**src/rtl/fetch_stage.sv**
```systemverilog
// Instruction-fetch stage with IF/ID pipeline register for the MIPS pipeline.
// A one-entry buffer absorbs decode stalls; redirects during an outstanding request drain through DISCARD.
module fetch_stage #(
   parameter logic [31:0] RESET_PC = 32'h0000_0000
) (
   input  logic        clk,
   input  logic        rst_n,
   output logic        imem_req,
   output logic [31:0] imem_addr,
   input  logic        imem_ack,
   input  logic [31:0] imem_rdata,
   input  logic        stall_i,
   input  logic        redirect_i,
   input  logic [31:0] redirect_pc_i,
   output logic        if_id_valid,
   output logic [31:0] if_id_instr,
   output logic [31:0] if_id_pc,
   output logic [31:0] if_id_pc_plus4
);

   typedef enum logic [1:0] {
      IDLE    = 2'd0,
      FETCH   = 2'd1,
      HOLD    = 2'd2,
      DISCARD = 2'd3
   } state_t;

   state_t      state_reg, state_next;
   logic [31:0] pc_reg, pc_next;
   logic [31:0] tgt_reg, tgt_next;
   logic        buf_valid_reg, buf_valid_next;
   logic [31:0] buf_instr_reg, buf_instr_next;
   logic [31:0] buf_pc_reg, buf_pc_next;
   logic        ifid_valid_reg, ifid_valid_next;
   logic [31:0] ifid_instr_reg, ifid_instr_next;
   logic [31:0] ifid_pc_reg, ifid_pc_next;
   logic [31:0] ifid_pc4_reg, ifid_pc4_next;

   logic [31:0] pc_plus4;
   assign pc_plus4 = pc_reg + 32'd4;

   always_ff @(posedge clk or negedge rst_n) begin
      if (!rst_n) begin
         state_reg      <= IDLE;
         pc_reg         <= RESET_PC;
         tgt_reg        <= 32'h0;
         buf_valid_reg  <= 1'b0;
         buf_instr_reg  <= 32'h0;
         buf_pc_reg     <= 32'h0;
         ifid_valid_reg <= 1'b0;
         ifid_instr_reg <= 32'h0;
         ifid_pc_reg    <= 32'h0;
         ifid_pc4_reg   <= 32'h0;
      end else begin
         state_reg      <= state_next;
         pc_reg         <= pc_next;
         tgt_reg        <= tgt_next;
         buf_valid_reg  <= buf_valid_next;
         buf_instr_reg  <= buf_instr_next;
         buf_pc_reg     <= buf_pc_next;
         ifid_valid_reg <= ifid_valid_next;
         ifid_instr_reg <= ifid_instr_next;
         ifid_pc_reg    <= ifid_pc_next;
         ifid_pc4_reg   <= ifid_pc4_next;
      end
   end

   always_comb begin
      state_next      = state_reg;
      pc_next         = pc_reg;
      tgt_next        = tgt_reg;
      buf_valid_next  = buf_valid_reg;
      buf_instr_next  = buf_instr_reg;
      buf_pc_next     = buf_pc_reg;
      ifid_valid_next = ifid_valid_reg;
      ifid_instr_next = ifid_instr_reg;
      ifid_pc_next    = ifid_pc_reg;
      ifid_pc4_next   = ifid_pc4_reg;

      case (state_reg)
         IDLE: begin
            state_next = FETCH;
            if (redirect_i) pc_next = redirect_pc_i;
         end
         FETCH: begin
            if (redirect_i) begin
               // An outstanding request cannot be withdrawn, so park the target until it completes
               if (imem_ack) begin
                  pc_next    = redirect_pc_i;
                  state_next = FETCH;
               end else begin
                  tgt_next   = redirect_pc_i;
                  state_next = DISCARD;
               end
            end else if (imem_ack && !stall_i) begin
               ifid_valid_next = 1'b1;
               ifid_instr_next = imem_rdata;
               ifid_pc_next    = pc_reg;
               ifid_pc4_next   = pc_plus4;
               pc_next         = pc_plus4;
            end else if (imem_ack) begin
               buf_valid_next = 1'b1;
               buf_instr_next = imem_rdata;
               buf_pc_next    = pc_reg;
               pc_next        = pc_plus4;
               state_next     = HOLD;
            end else if (!stall_i) begin
               ifid_valid_next = 1'b0;
            end
         end
         HOLD: begin
            if (redirect_i) begin
               pc_next    = redirect_pc_i;
               state_next = FETCH;
            end else if (!stall_i) begin
               ifid_valid_next = buf_valid_reg;
               ifid_instr_next = buf_instr_reg;
               ifid_pc_next    = buf_pc_reg;
               ifid_pc4_next   = buf_pc_reg + 32'd4;
               buf_valid_next  = 1'b0;
               state_next      = FETCH;
            end
         end
         DISCARD: begin
            ifid_valid_next = 1'b0;
            if (redirect_i) tgt_next = redirect_pc_i;
            if (imem_ack) begin
               pc_next    = redirect_i ? redirect_pc_i : tgt_reg;
               state_next = FETCH;
            end
         end
         default: state_next = IDLE;
      endcase

      if (redirect_i) begin
         ifid_valid_next = 1'b0;
         buf_valid_next  = 1'b0;
      end
   end

   assign imem_req       = (state_reg == FETCH) || (state_reg == DISCARD);
   assign imem_addr      = pc_reg;
   assign if_id_valid    = ifid_valid_reg;
   assign if_id_instr    = ifid_instr_reg;
   assign if_id_pc       = ifid_pc_reg;
   assign if_id_pc_plus4 = ifid_pc4_reg;

endmodule

```
**config.mk**
```make
export PLATFORM = sky130hd
export DESIGN_NAME = fetch_stage
export DESIGN_NICKNAME = d
export VERILOG_FILES = /design/src/rtl/fetch_stage.sv
export SDC_FILE = /design/constraint.sdc
export NUM_CORES = 1
export LEC_CHECK = 0
export CELL_PAD_IN_SITES_DETAIL_PLACEMENT = 0
export CELL_PAD_IN_SITES_GLOBAL_PLACEMENT = 2
export CORE_MARGIN = 4
export CORE_UTILIZATION = 36
export CTS_CLUSTER_DIAMETER = 60
export DETAILED_ROUTE_END_ITERATION = 7
export HOLD_SLACK_MARGIN = 0.12
export PLACE_DENSITY_LB_ADDON = 0.12
export SLEW_MARGIN = 20
export SYNTH_ARGS = -nofsm -noshare
export SYNTH_HDL_FRONTEND = slang
export SYNTH_SLANG_ARGS = --single-unit
```
**constraint.sdc**
```tcl
create_clock -name clk -period 4.7 [get_ports clk]
set_input_delay 0.94 -clock clk [delete_from_list [all_inputs] [get_ports clk]]
set_output_delay 0.94 -clock clk [all_outputs]
set_load 0.03 [all_outputs]
```
### Word-level counts from Yosys, hierarchy flattened

Index checks and enable logic that the tools add are counted.

| operators by class | value |
|---|---|
| bitwise logic cells | 2 |
| add/subtract/negate cells | 2 |
| eq/ne operators | 18 |
| reduce and logical (&&, ||, !) cells | 16 |
| muxes and demuxes | 44 |

Operators by type and width:

| kind | count |
|---|---|
| 2-to-1 mux 32 bit | 21 |
| case mux 32 bit (2 select lines) | 4 |
| case mux 32 bit (3 select lines) | 1 |
| adder 32 x 3 -> 32 bit, second input constant | 2 |
| AND reduction 4 bit | 5 |
| != test 3 bit, second input constant | 5 |
| 2-to-1 mux 2 bit | 7 |
| != test 2 bit, second input constant | 7 |
| 2-to-1 mux 1 bit | 8 |
| != test 4 bit, second input constant | 2 |
| case mux 2 bit (4 select lines) | 1 |
| AND reduction 5 bit | 1 |
| equality test 2 bit, second input constant | 2 |
| nonzero test 2 bit | 2 |
| nonzero test 4 bit | 1 |
| case mux 1 bit (3 select lines) | 1 |
| AND reduction 3 bit | 1 |
| nonzero test 3 bit | 1 |
| equality test 2 x 1 -> 1 bit, second input constant | 1 |
| logical NOT 2 bit | 1 |
| != test 2 x 1 -> 1 bit, second input constant | 1 |
| NOT 1 bit | 2 |
| case mux 1 bit (2 select lines) | 1 |
| OR reduction 2 bit | 1 |
| other kinds (3) | 3 |

| word-level totals | value |
|---|---|
| bits of input ports | 69 |
| word-level logic and storage cells | 92 |
| register bits after elaboration | 228 |
| output and inout bits | 130 |

### Longest topological paths before layout

| depth | value |
|---|---|
| depth in word-level cells | 5 |
| depth in mapped cells | 8 |
| depth with buffers taken out | 6 |

### Worst setup path before layout

OpenSTA, ideal clock, no wires.

| timing path | value |
|---|---|
| path kind | input port to flip-flop |
| start point | input port redirect_i |
| end point | register ifid_instr_reg[11] (netlist: if_id_instr[11]) |
| path slack | 2.245 ns |
| setup time | 0.141 ns |
| stages on the path | 7 |
| data arrival time | 2.314 ns |
| path through | clkbuf_1 nor2_1 a21boi_0 clkbuf_1 clkbuf_1 buf_1 a31oi_1 |

| on the way | value |
|---|---|
| word-level cells in the longest chain between the ends | 2 |
| elaborated cells on any way between the ends | 3 |
| classes of those cells | eq/ne (2); reduce/logical (1) |

Ends and longest elaborated chain:

| item | RTL line | RTL |
|---|---|---|
| start, declared | 13 | `input logic redirect_i,` |
| != test 2 bit (no source line) | -- |  |
| AND reduction 5 bit (no source line) (*) | -- |  |
| end signal, assigned | 62 | `ifid_instr_reg <= ifid_instr_next;` |
| end, declared | 35 | `logic [31:0] ifid_instr_reg, ifid_instr_next;` |

Every way passes the cells marked *; elsewhere a longest branch is shown, timed or not.
A chain may end at the register's enable or synchronous reset.

### Worst setup path after layout

| timing path | value |
|---|---|
| start point | register state_reg[0] |
| end point | output port imem_req |

| on the way | value |
|---|---|
| word-level cells in the longest chain between the ends | 2 |
| elaborated cells on any way between the ends | 3 |
| classes of those cells | eq/ne (2); reduce/logical (1) |

Ends and longest elaborated chain:

| item | RTL line | RTL |
|---|---|---|
| start, declared | 28 | `state_t state_reg, state_next;` |
| start signal, assigned | 55 | `state_reg <= state_next;` |
| equality test 2 x 1 -> 1 bit or equality test 2 bit (tied branches) | 141 | `assign imem_req = (state_reg == FETCH) \|\| (state_reg == DISCARD);` |
| logical OR 1 bit (*) | 141 |  |
| end, declared | 8 | `output logic imem_req,` |

Marks and branches as above.

==> impl_metrics.ini <==
[outcome]
outcome = finished, final reports clean

[worst_setup_path]
worst_path_fanout_max = 25
cp_cell_instances = clkdlybuf4s50_1
worst_setup_path_end_kind = output port
regToRegSetupSlack_ns = 1.61
worst-endpoint-arrival_ns = 2.22
slowest_stage = dfrtp_1
cp.depth = 1
timing.reg2reg.worst_path_depth = 5
critical_path.top_delay_family = flip-flops
cp.buffers_inverters = 1
crit_path_start = state_reg[0]
crit_path_end = imem_req
cp_data_required_time_ns = 3.76
critical-path-max-stage-delay_ns = 0.86
worstSetupPathType = register to output port
reg2reg_to = if_id_pc_plus4[20]
r2r_start = state_reg[1]
category_of_the_worst_setup_path_launch_point = register

[clock_tree]
post_cts.repair.setup_buffers = 0
clkLatencyLatePin_ns = 0.55
clkTransAtPathRegs_ns = 0.06
h-tree-depth = 1
largest_buffer_count_on_any_clock_path = 3
tritoncts_buffers = 29
post_cts_repair_resize_count = 0
cts_hold_buffers = 0
clock_tree_from_tritoncts = done
cts-root-buf = clkbuf_16
clock-sinks = 226

[timing]
max_freq_mhz = 316.4
setup_repair_after_global_routing_missed_its_margin = false
setup_total_negative_slack_ns = 0
max-slew-margin-rel_pct = 35.26
finalSetupViolations = 0
final.min_clock_period_ns = 3.160
finalMaxSlewViolations = 0
fin_ws_ns = 1.540
layout_worst_path_cycle_share_pct = 67.24
finalClockSkew_ns = 0.01043
timing_worst_slew_pin_value_ns = 0.9710
finalHoldViolations = 0

[grt]
grt_antenna_before_repair = 0
grt_start_max_net_pins = 135
grt_first_pass_wirelength_um = 53910
globalRouteTotalUtil_pct = 19.77
globalRoute.totalOverflow = 0
number_of_global_route_vias_before_repair = 9049

[pwr]
peakVddDrop_mv = 0.2537
leakagePower_nw = 5.916
design_power_total_mw = 7.885
pwr_density_cell_mw_per_mm2 = 542.5

[place]
dpl_worst_slack_ns = 1.139
place.gp.congestion = 0.8386
hpwlAfterDp_um = 23510
io_buffers = 198

[layout]
post-route-util_pct = 47.27
syn_to_final_growth_pct = 28.82
final_nets = 1403
n_antenna_cell = 0
final_layout_size_suffix_gt1_share_pct = 12.06
final.fill_count = 3007

[synth]
synth_ff_type = dfrtp_1
synth-edff-count = 0
syn-instance-count = 1177
synth_top_cell_by_area = dfrtp_1
synth_nets = 1248
synth_cell_type_count = 59
synthArstFlopShare_pct = 100.0
avg_inst_size_synth_um2 = 9.587
top_area_cell_type_share_of_the_netlist_area_pct = 50.12
ys_top_cells_by_area = dfrtp_1, mux2_2, nand2_1
yosys_register_bits = 226
number_of_warnings_printed_during_yosys_synthesis = 0
post_synth_instance_area_mm2 = 0.01128
sequential_element_share_of_the_synthesized_area_pct = 50.12

[floorplan]
design.core.area_mm2 = 0.03075
num_io_pins = 199
floorplan.die.height_um = 185.0
placement_rows = 64
start_util_pct = 36.69
full_die_area_mm2 = 0.03424
die_width_um = 185.0

[drt]
drcViolationCount = 0
ant_nets = 0
postRouteWirelength_um = 34350
drt_iter0_markers = 641
detail_route.vias_per_cell = 5.262
routedWlPerCell_um = 19.65
via_count = 9198
drt_first_pass_iters = 5

[job]
cap_violations = 0

[min_path]
min_path_type = input pin to asynchronous set/reset pin
-- synth_stat cells, drive strengths merged, types with 19 or more instances --
library cell,instances
a21oi,28
buf,29
a31oi,70
inv,19
nor4,21
nor2,98
nand3,24
o21ai,62
xnor2,27
clkbuf,61
dfrtp,226
mux2,89
nand2,225
-- where the power goes --
part / leakage, nW / internal [mW] / switching (mW)
logic: 2.83 / 1.16 / 1.44
clock network: 0.460 / 1.32 / 0.843
registers: 2.62 / 2.51 / 0.615
total: 5.92 / 4.99 / 2.90
-- logic make-up after synthesis --
group	synth area share (%)
xor gates and xnor gates	3.493
DFF	50.12
AOI/OAI and AO/OA	14.49
buffers and inverters	3.992
muxes	9.858
and+or+nand+nor	17.82
adders and majority gates	0.2217
-- cells in the final DEF (no fill, tap or decap), types with 3 or more instances in the layout --
cell / netlist / layout
a21boi_0: 4 / 3
a21oi_1: 28 / 28
a2bb2oi_1: 8 / 8
a31oi_1: 70 / 70
and2_1: 7 / 7
and3_1: 10 / 10
and4_1: 6 / 6
buf_12: 0 / 5
buf_4: 3 / 11
clkbuf_1: 57 / 8
clkbuf_16: 0 / 29
clkbuf_8: 0 / 5
clkdlybuf4s50_1: 0 / 197
clkinv_2: 0 / 5
dfrtp_1: 226 / 226
inv_1: 19 / 19
mux2_2: 89 / 89
mux2i_1: 11 / 11
nand2_1: 224 / 224
nand2b_1: 6 / 5
nand3_1: 24 / 23
nand4_1: 13 / 13
nor2_1: 98 / 98
nor3_1: 14 / 14
nor4_1: 18 / 18
o211ai_1: 12 / 12
o21a_1: 12 / 12
o21ai_0: 59 / 59
o221ai_1: 11 / 11
o22ai_1: 10 / 10
o2bb2a_1: 7 / 7
o2bb2ai_1: 11 / 11
o31a_1: 3 / 3
or3_1: 6 / 6
or4_1: 3 / 3
xnor2_1: 27 / 27
xor2_1: 18 / 18
-- worst min-delay path by stage --
stage / slack (ns) / to / from
final: 0.44 / if_id_instr[6] / rst_n
after global routing: 0.50 / if_id_instr[6] / rst_n
after CTS: 0.48 / if_id_pc_plus4[5] / if_id_pc_plus4[5]
after detailed placement: 0.47 / if_id_pc_plus4[5] / if_id_pc_plus4[5]
after global placement: 0.46 / if_id_pc_plus4[5] / if_id_pc_plus4[5]
after floorplan: 0.48 / tgt_reg[14] / tgt_reg[14]
-- stage by stage --
step	cells	hold slack, ns	instance area (µm²)
global placement	1697	0.4605	13610
floorplan	1177	0.4752	11280
CTS	1748	0.4812	14540
detailed placement	1697	0.4668	13610
finish	1748	0.4362	14540
global route	1748	0.5013	14540
-- cell type report --
class | instances | area, µm² | share of cell area [%]
flip-flops and latches | 226 | 5655 | 38.91
multi-input cells | 842 | 5216 | 35.89
repair buffers | 214 | 2170 | 14.93
clock buffers | 42 | 824.5 | 5.673
well taps | 396 | 495.5 | 3.409
clock inverters | 9 | 102.6 | 0.7059
inverters | 19 | 71.32 | 0.4907
-- routing by layer --
layer	up-vias	routed length, µm	share of wire, %	GRT usage (%)
met2	244	14810	43	29.77
met1	4429	17440	51	30.65
met4	0	594	1.7	3.934
met3	39	1509	4.4	2.553
met5	-	0	0	0
li1	4486	-	-	-
(Power assumes the default switching activity.)
